## config.mk

```make
export PLATFORM = sky130hd
export DESIGN_NAME = ps2_rx_front
export DESIGN_NICKNAME = d
export VERILOG_FILES = /design/src/rtl/ps2_rx_front.sv
export SDC_FILE = /design/constraint.sdc
export NUM_CORES = 1
export LEC_CHECK = 0
export CAP_MARGIN = 25
export CORE_MARGIN = 2
export CORE_UTILIZATION = 48
export DETAILED_ROUTE_END_ITERATION = 12
export PLACE_DENSITY = 0.77
export SLEW_MARGIN = 20
export SYNTH_ARGS = -nofsm -noshare
export SYNTH_HDL_FRONTEND = slang
export SYNTH_SLANG_ARGS = --single-unit
```

## constraint.sdc

```tcl
create_clock -name CLOCK_50 -period 1.9 [get_ports CLOCK_50]
set_input_delay 0.475 -clock CLOCK_50 [delete_from_list [all_inputs] [get_ports CLOCK_50]]
set_output_delay 0.475 -clock CLOCK_50 [all_outputs]
set_load 0.02 [all_outputs]
```

## src/rtl/ps2_rx_front.sv

```systemverilog
// ps2_rx_front
// Serial front end for a PS/2 device. Synchronises the raw clock and data
// pins, deglitches the clock, detects falling edges and frames each 11-bit
// packet (start, 8 data bits LSB-first, odd parity, stop).
//
// Ports:
//   CLOCK_50    system clock, all logic on the rising edge
//   reset_n     asynchronous active-low reset
//   ps2_clk     raw PS/2 clock pin (asynchronous)
//   ps2_dat     raw PS/2 data pin (asynchronous)
//   enable      one-cycle shift strobe per received frame bit
//   inBit       sampled bit, valid while enable=1
//   frame_done  one-cycle pulse at the end of every frame
//   frame_err   0 ok, 1 parity, 2 stop, 3 timeout (valid with frame_done)
//   data_out    last good byte, held until the next good frame
//   busy        high while a frame is being received
module ps2_rx_front #(
    parameter int SYNC_STAGES    = 2,
    parameter int FILTER_LEN     = 4,
    parameter int TIMEOUT_CYCLES = 5000
) (
    input  logic       CLOCK_50,
    input  logic       reset_n,
    input  logic       ps2_clk,
    input  logic       ps2_dat,
    output logic       enable,
    output logic       inBit,
    output logic       frame_done,
    output logic [1:0] frame_err,
    output logic [7:0] data_out,
    output logic       busy
);

    localparam int FW = (FILTER_LEN > 1) ? $clog2(FILTER_LEN) : 1;
    localparam int TW = $clog2(TIMEOUT_CYCLES + 1);

    typedef enum logic [1:0] {IDLE, RECV, DONE} state_t;

    // Odd parity holds when data plus parity carries an odd number of ones.
    function automatic logic parity_ok(input logic [7:0] d, input logic p);
        return ^{d, p};
    endfunction

    // Parity error outranks stop error.
    function automatic logic [1:0] frame_code(input logic [7:0] d, input logic p,
                                              input logic s);
        if (!parity_ok(d, p))
            return 2'd1;
        else if (!s)
            return 2'd2;
        else
            return 2'd0;
    endfunction

    logic [SYNC_STAGES-1:0] clk_sync_p0;
    logic [SYNC_STAGES-1:0] dat_sync_p0;
    logic                   clk_s;
    logic                   dat_s;

    logic          fclk_p1;
    logic [FW-1:0] fcnt_p1;
    logic          fall_p2;
    logic          samp_p2;

    state_t        state;
    logic [3:0]    bit_cnt;
    logic [TW-1:0] tcnt;
    logic [7:0]    shbuf_p3;
    logic          par_p3;
    logic          stop_p3;

    // ---- stage 0: pin synchronisers (idle-high lines reset to 1)
    always_ff @(posedge CLOCK_50 or negedge reset_n) begin
        if (!reset_n) begin
            clk_sync_p0 <= '1;
            dat_sync_p0 <= '1;
        end else begin
            clk_sync_p0 <= {clk_sync_p0[SYNC_STAGES-2:0], ps2_clk};
            dat_sync_p0 <= {dat_sync_p0[SYNC_STAGES-2:0], ps2_dat};
        end
    end

    assign clk_s = clk_sync_p0[SYNC_STAGES-1];
    assign dat_s = dat_sync_p0[SYNC_STAGES-1];

    // ---- stage 1/2: clock filter and falling-edge capture
    // The filtered clock flips only after FILTER_LEN consecutive samples that
    // disagree with it; a shorter run resets the count. Data is captured in
    // the same cycle the filtered clock falls.
    always_ff @(posedge CLOCK_50 or negedge reset_n) begin
        if (!reset_n) begin
            fclk_p1 <= 1'b1;
            fcnt_p1 <= '0;
            fall_p2 <= 1'b0;
            samp_p2 <= 1'b1;
        end else begin
            fall_p2 <= 1'b0;
            if (clk_s != fclk_p1) begin
                if (fcnt_p1 == FW'(FILTER_LEN - 1)) begin
                    fclk_p1 <= clk_s;
                    fcnt_p1 <= '0;
                    if (!clk_s) begin
                        fall_p2 <= 1'b1;
                        samp_p2 <= dat_s;
                    end
                end else begin
                    fcnt_p1 <= fcnt_p1 + FW'(1);
                end
            end else begin
                fcnt_p1 <= '0;
            end
        end
    end

    // ---- stage 3: frame payload capture
    // Fully overwritten by every complete frame, so a reset needs no clear.
    always_ff @(posedge CLOCK_50) begin
        if (state == RECV && fall_p2) begin
            if (bit_cnt <= 4'd8)
                shbuf_p3 <= {samp_p2, shbuf_p3[7:1]};
            if (bit_cnt == 4'd9)
                par_p3 <= samp_p2;
            if (bit_cnt == 4'd10)
                stop_p3 <= samp_p2;
        end
    end

    // ---- stage 3: framing FSM with registered outputs
    always_ff @(posedge CLOCK_50 or negedge reset_n) begin
        if (!reset_n) begin
            state      <= IDLE;
            bit_cnt    <= '0;
            tcnt       <= '0;
            enable     <= 1'b0;
            inBit      <= 1'b1;
            frame_done <= 1'b0;
            frame_err  <= 2'd0;
            data_out   <= 8'h00;
            busy       <= 1'b0;
        end else begin
            enable     <= 1'b0;
            frame_done <= 1'b0;
            case (state)
                IDLE: begin
                    tcnt <= '0;
                    // Only a low start bit opens a frame; idle-high edges are ignored.
                    if (fall_p2 && !samp_p2) begin
                        enable  <= 1'b1;
                        inBit   <= 1'b0;
                        bit_cnt <= 4'd1;
                        busy    <= 1'b1;
                        state   <= RECV;
                    end
                end
                RECV: begin
                    if (fall_p2) begin
                        enable  <= 1'b1;
                        inBit   <= samp_p2;
                        tcnt    <= '0;
                        bit_cnt <= bit_cnt + 4'd1;
                        if (bit_cnt == 4'd10)
                            state <= DONE;
                    end else if (tcnt >= TW'(TIMEOUT_CYCLES - 1)) begin
                        frame_done <= 1'b1;
                        frame_err  <= 2'd3;
                        busy       <= 1'b0;
                        bit_cnt    <= '0;
                        tcnt       <= '0;
                        state      <= IDLE;
                    end else begin
                        tcnt <= tcnt + TW'(1);
                    end
                end
                DONE: begin
                    frame_done <= 1'b1;
                    frame_err  <= frame_code(shbuf_p3, par_p3, stop_p3);
                    if (frame_code(shbuf_p3, par_p3, stop_p3) == 2'd0)
                        data_out <= shbuf_p3;
                    busy    <= 1'b0;
                    bit_cnt <= '0;
                    state   <= IDLE;
                end
                default: state <= IDLE;
            endcase
        end
    end

endmodule

```

==> results of run 1 <==
==> state kept, by name, indices dropped and copies added, names as in the netlist, 2 cells and up <==
signal and flops:
clk_sync_p0 2, bit_cnt 4, frame_err 2, tcnt 13, state 2, dat_sync_p0 2
fcnt_p1 2, data_out 8, shbuf_p3 8
==> Yosys cell counts, types with 2 or more instances <==
master / n
dfrtp_1: 35
nand2_1: 22
nor2_1: 15
a21oi_1: 13
inv_1: 12
ha_1: 11
edfxtp_1: 10
o21ai_0: 10
mux2_4: 8
dfstp_2: 7
nand2b_1: 6
nand3_1: 6
xor2_1: 6
nor3_1: 5
a31oi_1: 4
and3_1: 4
xnor2_1: 4
nand4_1: 3
nor4_1: 3
o21a_1: 3
a21o_1: 2
nor2b_1: 2
nor3b_1: 2
o22a_1: 2
o22ai_1: 2
==> cell families after synthesis <==
group / after synthesis / share of synthesized area, %
fa+ha+maj: 11 / 5.598
xor+xnor: 11 / 4.478
compound gates: 46 / 12.11
flops: 52 / 55.32
mux: 10 / 5.751
simple gates: 71 / 13.94
buf+inv: 15 / 2.799
==> what timing repair did <==
item                       in CTS  in global routing
gates cloned                    0                  1
buffers inserted                0                  5
gates resized for setup         3                  7
pin swaps                       1                  2
setup endpoints to repair       9                 22
==> layer usage <==
metal	vias up	track usage [%]	wire length (um)
met2	34	28.70	2293
met4	0	4.678	38
met5	-	0	0
met1	847	24.19	2158
met3	4	3.175	185
li1	859	-	-
==> worst min-delay path by stage <==
stage / start / to / slack [ns] / cells after the start
floorplan: reset_n / bit_cnt[0]$_DFFE_PN0P_ / 0.18 / 0
global placement: dat_sync_p0[0]$_DFF_PN1_ / dat_sync_p0[1]$_DFF_PN1_ / 0.35 / 0
detailed placement: dat_sync_p0[0]$_DFF_PN1_ / dat_sync_p0[1]$_DFF_PN1_ / 0.35 / 0
CTS: reset_n / tcnt[3]$_DFFE_PN0P_ / 0.14 / 1
global route: reset_n / tcnt[3]$_DFFE_PN0P_ / 0.14 / 1
finish: reset_n / tcnt[3]$_DFFE_PN0P_ / 0.12 / 1
==> power groups by stage <==
stage	Combinational (W)	Sequential [W]	Clock, W
after floorplan	0.000608	0.00144	0
after global placement	0.000974	0.00142	0
after detailed placement	0.00101	0.00142	0
after CTS	0.00100	0.00140	0.000650
after global routing	0.00120	0.00143	0.000699
final	0.00108	0.00141	0.000631
==> critical path: cells and delay by family, from the launching register on <==
kind,cells,cell delay (ns)
AND/OR/NAND/NOR,1,0.31
flip-flops,1,0.43
XOR/XNOR,3,0.79
multiplexers,1,0.31
==> stage by stage <==
| stage | hold WS [ns] | util [%] | area (um^2) | setup TNS [ns] |
|---|---|---|---|---|
| 2_1_floorplan | 0.1794 | - | 2459 | 0 |
| 3_3_place_gp | 0.3454 | 57.04 | 2858 | -0.8428 |
| 3_5_place_dp | 0.3472 | 57.04 | 2858 | -1.535 |
| 4_1_cts | 0.1374 | 59.04 | 2958 | -0.1324 |
| 5_1_grt | 0.1440 | 60.56 | 3034 | -1.128 |
| 6_report | 0.1235 | 60.56 | 3034 | -0.2524 |
==> cell type report <==
type	instances	area (um^2)	area share, %
clock inverter	3	22.52	0.7423
multi-input combinational	149	1070	35.26
timing repair buffer	44	380.4	12.54
inverter	12	45.04	1.485
clock buffer	5	68.82	2.268
sequential	52	1360	44.82
tap	70	87.58	2.887
==> impl_metrics.env, run 1 <==
export IMPL_start_util_pct=49.08
export IMPL_grt_usage_pct=17.52
export IMPL_rr_startpoint="shbuf_p3[4]$_DFFE_PP_"
export IMPL_dp_hpwl_um=3416
export IMPL_slew_viol_final=0
export IMPL_drt_iter0_drc=107
export IMPL_failed_checks="setup timing"
export IMPL_die_w_um=75.57
export IMPL_num_rows=26
export IMPL_status="finished with violations"
export IMPL_p_int_w=0.002027
export IMPL_rr_endpoint="data_out[6]$_DFFE_PN0P_"
export IMPL_synth_edf_count=10
export IMPL_final_common_cell="dfrtp_1"
export IMPL_die_h_um=75.57
export IMPL_dpl_cell_count=321
export IMPL_grt_overflow=0
export IMPL_drt_antenna_violating_nets=0
export IMPL_tightest_slew_ns=0.4954
export IMPL_yosysWarnings=0
export IMPL_maxCapViolCount=0
export IMPL_grt_max_degree=23
export IMPL_finalSetupViolCount=8
export IMPL_r2r_cells=5
export IMPL_p_total_w=0.003115
export IMPL_synth_flop_cell="dfrtp_1"
export IMPL_n_fill_cell=416
export IMPL_drt_wl_total_um=4676
export IMPL_max_stage_delay_ns=0.45
export IMPL_clock_path_buffers=2
export IMPL_pwr_share_comb_pct=34.5
export IMPL_ys_seq_area_share_pct=55.32
export IMPL_antenna_found_initial=0
export IMPL_slowest_stage="xnor3_1"
export IMPL_clkPwrFrac_pct=20.2
export IMPL_synthDistinctLibCells=44
export IMPL_p_seq_share_pct=45.2
export IMPL_gp_congestion=0.8450
export IMPL_drc=0
export IMPL_swShare_pct=34.92
export IMPL_cts_tree="built"
export IMPL_synthTopCellsByArea="dfrtp_1 36%, edfxtp_1 12%, dfstp_2 7.5%"
export IMPL_hold_viol=0
export IMPL_diodes=0
export IMPL_crit_end="data_out[6]$_DFFE_PN0P_"
export IMPL_wire_per_inst_um=13.96
export IMPL_skew_ns=0.008454
export IMPL_synth_cells=216
export IMPL_final_cell_mix="35 x dfrtp_1, 24 x buf_4, 22 x nand2_1"
export IMPL_core_area_um2=5010
export IMPL_critical_path_class="reg2reg"
export IMPL_slew_headroom_pct=66.98
export IMPL_clock_root_buffer="clkbuf_8"
export IMPL_ir_worst_vdd_mv=0.4680
export IMPL_grt_pass1_wl_um=7555
export IMPL_ctsHtreeMaxLevel=2
export IMPL_syn_num_nets=231
export IMPL_powerDensity_nw_per_um2=1027
export IMPL_area_growth_pct=23.41
export IMPL_fin_cells=335
export IMPL_fin_crit_sh_pct=101.8
export IMPL_synthArstFlopShare_pct=80.77
export IMPL_pin_count=18
export IMPL_synth_top_cell_by_area="dfrtp_1"
export IMPL_hold_buffers=0
export IMPL_worst_setup_hold_path_clk_slew_ns=0.09
export IMPL_nets=279
export IMPL_worst_slack_ns=-0.03382
export IMPL_synth_top_cell_area_share_pct=35.62
export IMPL_cp_startpoint="shbuf_p3[4]$_DFFE_PP_"
export IMPL_dieArea_um2=5711
export IMPL_reg2reg_slack_ns=-0.03
export IMPL_syn_area_um2=2459
export IMPL_io_buffers=17
export IMPL_synth_seq_cells=52
export IMPL_critical_path_required_ns=2.10
export IMPL_drtPass1Iterations=4
export IMPL_vias_per_cell=5.206
export IMPL_power_leakage_nw=1.368
export IMPL_cts_buffers=5
export IMPL_startpoint_type="flip-flop"
export IMPL_cts_sinks=52
export IMPL_syn_area_per_cell_um2=11.38
export IMPL_crit_chain="xor2_1 > xnor3_1 > xnor2_2 > or2_4 > mux2_4"
export IMPL_vias=1744
export IMPL_cp_max_fo=8
export IMPL_power_switching_w=0.001088
export IMPL_final_min_clock_period_ns=1.934
export IMPL_fmax_mhz=517.1
export IMPL_hp_class="in2async"
export IMPL_place_ws_ns=-0.1967
export IMPL_grt_pass1_vias=1599
export IMPL_crit_arrival_ns=2.13
export IMPL_final_layout_size_suffix_gt1_share_pct=23.77
export IMPL_clk_latency_ns=0.31
export IMPL_worst_setup_path_end_kind="flip-flop"
export IMPL_rsz0062_at_grt="true"
No activity file was read; power rests on OpenSTA's default activity.
==> run 2, diff against run 1 <==
- RECOVER_POWER: unset -> 50
==> run 2 against run 1 <==
Against the previous run:
- the flow still finishes with violations (setup timing)
- register-to-register slack hardly changed
- worst setup slack worse by 0.00094 ns
- combinational power hardly changed
- clock-buffer cell count stayed put
- critical endpoint is now data_out[3]$_DFFE_PN0P_
- largest cell class unchanged
- largest power group unchanged
==> impl_metrics.env, run 2 (same netlist as run 1, synthesis figures left out) <==
export IMPL_fin_crit_sh_pct=101.8
export IMPL_slew_viol_final=0
export IMPL_cts_buffers=5
export IMPL_critical_path_class="reg2reg"
export IMPL_worst_setup_path_end_kind="flip-flop"
export IMPL_finalSetupViolCount=8
export IMPL_top_register="tcnt"
export IMPL_cts_tree="built"
export IMPL_pin_count=18
export IMPL_clock_root_buffer="clkbuf_8"
export IMPL_num_rows=26
export IMPL_wire_per_inst_um=14.02
export IMPL_crit_arrival_ns=2.13
export IMPL_startpoint_type="flip-flop"
export IMPL_power_switching_w=0.001088
export IMPL_fmax_mhz=516.9
export IMPL_critical_path_required_ns=2.10
export IMPL_final_min_clock_period_ns=1.935
export IMPL_clkPwrFrac_pct=20.3
export IMPL_hold_viol=0
export IMPL_drtPass1Iterations=4
export IMPL_vias=1758
export IMPL_grt_pass1_vias=1599
export IMPL_rsz0062_at_grt="true"
export IMPL_drt_antenna_violating_nets=0
export IMPL_final_layout_size_suffix_gt1_share_pct=22.64
export IMPL_largest_reg_flops=13
export IMPL_drc=0
export IMPL_die_h_um=75.57
export IMPL_max_stage_delay_ns=0.45
export IMPL_cts_sinks=52
export IMPL_clock_path_buffers=2
export IMPL_nets=279
export IMPL_cp_max_fo=8
export IMPL_drt_wl_total_um=4698
export IMPL_antenna_found_initial=0
export IMPL_wl_met3_um=172
export IMPL_slowest_stage="xnor3_1"
export IMPL_hp_class="in2async"
export IMPL_status="finished with violations"
export IMPL_failed_checks="setup timing"
export IMPL_grt_pass1_wl_um=7555
export IMPL_worst_slack_ns=-0.03476
export IMPL_die_w_um=75.57
export IMPL_wl_met1_um=2179
export IMPL_p_seq_share_pct=45.3
export IMPL_dieArea_um2=5711
export IMPL_skew_ns=0.008427
export IMPL_slew_headroom_pct=26.34
export IMPL_crit_chain="xor2_1 > xnor3_1 > xnor2_2 > or2_4 > mux2_4"
export IMPL_powerDensity_nw_per_um2=1031
export IMPL_final_setup_tns_ns=-0.2637
export IMPL_pwr_share_comb_pct=34.4
export IMPL_place_ws_ns=-0.1967
export IMPL_swShare_pct=35.01
export IMPL_maxCapViolCount=0
export IMPL_drt_iter0_drc=92
export IMPL_cp_startpoint="shbuf_p3[4]$_DFFE_PP_"
export IMPL_ctsHtreeMaxLevel=2
export IMPL_tightest_slew_ns=1.105
export IMPL_start_util_pct=49.08
export IMPL_io_buffers=17
export IMPL_grt_usage_pct=17.52
export IMPL_top_regs="tcnt (13), data_out (8), shbuf_p3 (8)"
export IMPL_power_leakage_nw=1.357
export IMPL_clk_latency_ns=0.31
export IMPL_holdWs_ns=0.3508
export IMPL_grt_overflow=0
export IMPL_vias_per_cell=5.248
export IMPL_rr_startpoint="shbuf_p3[4]$_DFFE_PP_"
export IMPL_highest_layer="met4"
export IMPL_dp_hpwl_um=3416
export IMPL_worst_setup_hold_path_clk_slew_ns=0.09
export IMPL_gp_congestion=0.8450
export IMPL_core_area_um2=5010
export IMPL_final_cell_mix="35 x dfrtp_1, 22 x nand2_1, 22 x buf_4"
export IMPL_final_common_cell="dfrtp_1"
export IMPL_ir_worst_vdd_mv=0.4650
export IMPL_diodes=0
export IMPL_dr_wl_met2_um=2307
export IMPL_hold_buffers=0
export IMPL_p_int_w=0.002020
export IMPL_grt_max_degree=23
export IMPL_area_growth_pct=22.60
## run 2: cell count changes in the layout (fill, tap and decap cells not counted)
cell and delta:
buf_4 -2, clkbuf_1 +2, clkdlybuf4s50_1 -2, dlygate4sd3_1 +2, buf_12 -1, buf_2 -1, clkbuf_2 +1, clkbuf_4 +1
dfstp_1 +1, dfstp_2 -1
## run 2: routing by layer
layer  vias up  track usage, %
met1       858           24.19
met5         -               0
li1        859               -
met3         4           3.175
met4         0           4.678
met2        37           28.70
## run 2: power by group through the flow
stage	Sequential, W	Clock [W]	Combinational (W)
after floorplan	0.00144	0	0.000608
after global placement	0.00142	0	0.000974
after detailed placement	0.00142	0	0.00101
after CTS	0.00140	0.000650	0.00100
after global routing	0.00143	0.000699	0.00120
final	0.00141	0.000632	0.00107
## run 2: what timing repair did
item,in CTS,in global routing
gates resized for setup,3,7
hold endpoints to repair,0,0
gates cloned,0,1
endpoints found under the setup margin,9,22
buffers inserted,0,5
pin swaps,1,2
## run 2: final timing paths
check                                            to  slack, ns  depth (start not counted)
min                             tcnt[3]$_DFFE_PN0P_       0.35                          1
max                         data_out[3]$_DFFE_PN0P_      -0.03                          5
max reg2reg                 data_out[3]$_DFFE_PN0P_      -0.03                          5
min in group CLOCK_50      dat_sync_p0[1]$_DFF_PN1_       0.36                          0
max in group asynchronous  dat_sync_p0[0]$_DFF_PN1_       0.44                          2
min reg2reg                dat_sync_p0[1]$_DFF_PN1_       0.36                          0
## run 2: area by class of cell
| class | instances | area [um^2] |
|---|---|---|
| repair buffers | 44 | 360.3 |
| flip-flops and latches | 52 | 1360 |
| clock buffers | 5 | 68.82 |
| fillers | 418 | 1996 |
| multi-input cells | 149 | 1070 |
| inverters | 12 | 45.04 |
| clock inverters | 3 | 22.52 |
| well taps | 70 | 87.58 |
## run 2: metrics by stage
| stage | std cells | cell area, um^2 | power [W] | utilization, % |
|---|---|---|---|---|
| 6_report | 335 | 3014 | 0.003109 | 60.16 |
| 2_1_floorplan | 216 | 2459 | 0.002046 | - |
| 5_1_grt | 335 | 3014 | 0.003322 | 60.16 |
| 4_1_cts | 329 | 2958 | 0.003056 | 59.04 |
| 3_3_place_gp | 321 | 2858 | 0.002389 | 57.04 |
| 3_5_place_dp | 321 | 2858 | 0.002430 | 57.04 |
## run 2: critical path: cells and delay by family, from the launching register on
kind          cells  cell delay (ns)
xor+xnor          3             0.79
simple gates      1             0.31
mux               1             0.31
flops             1             0.43
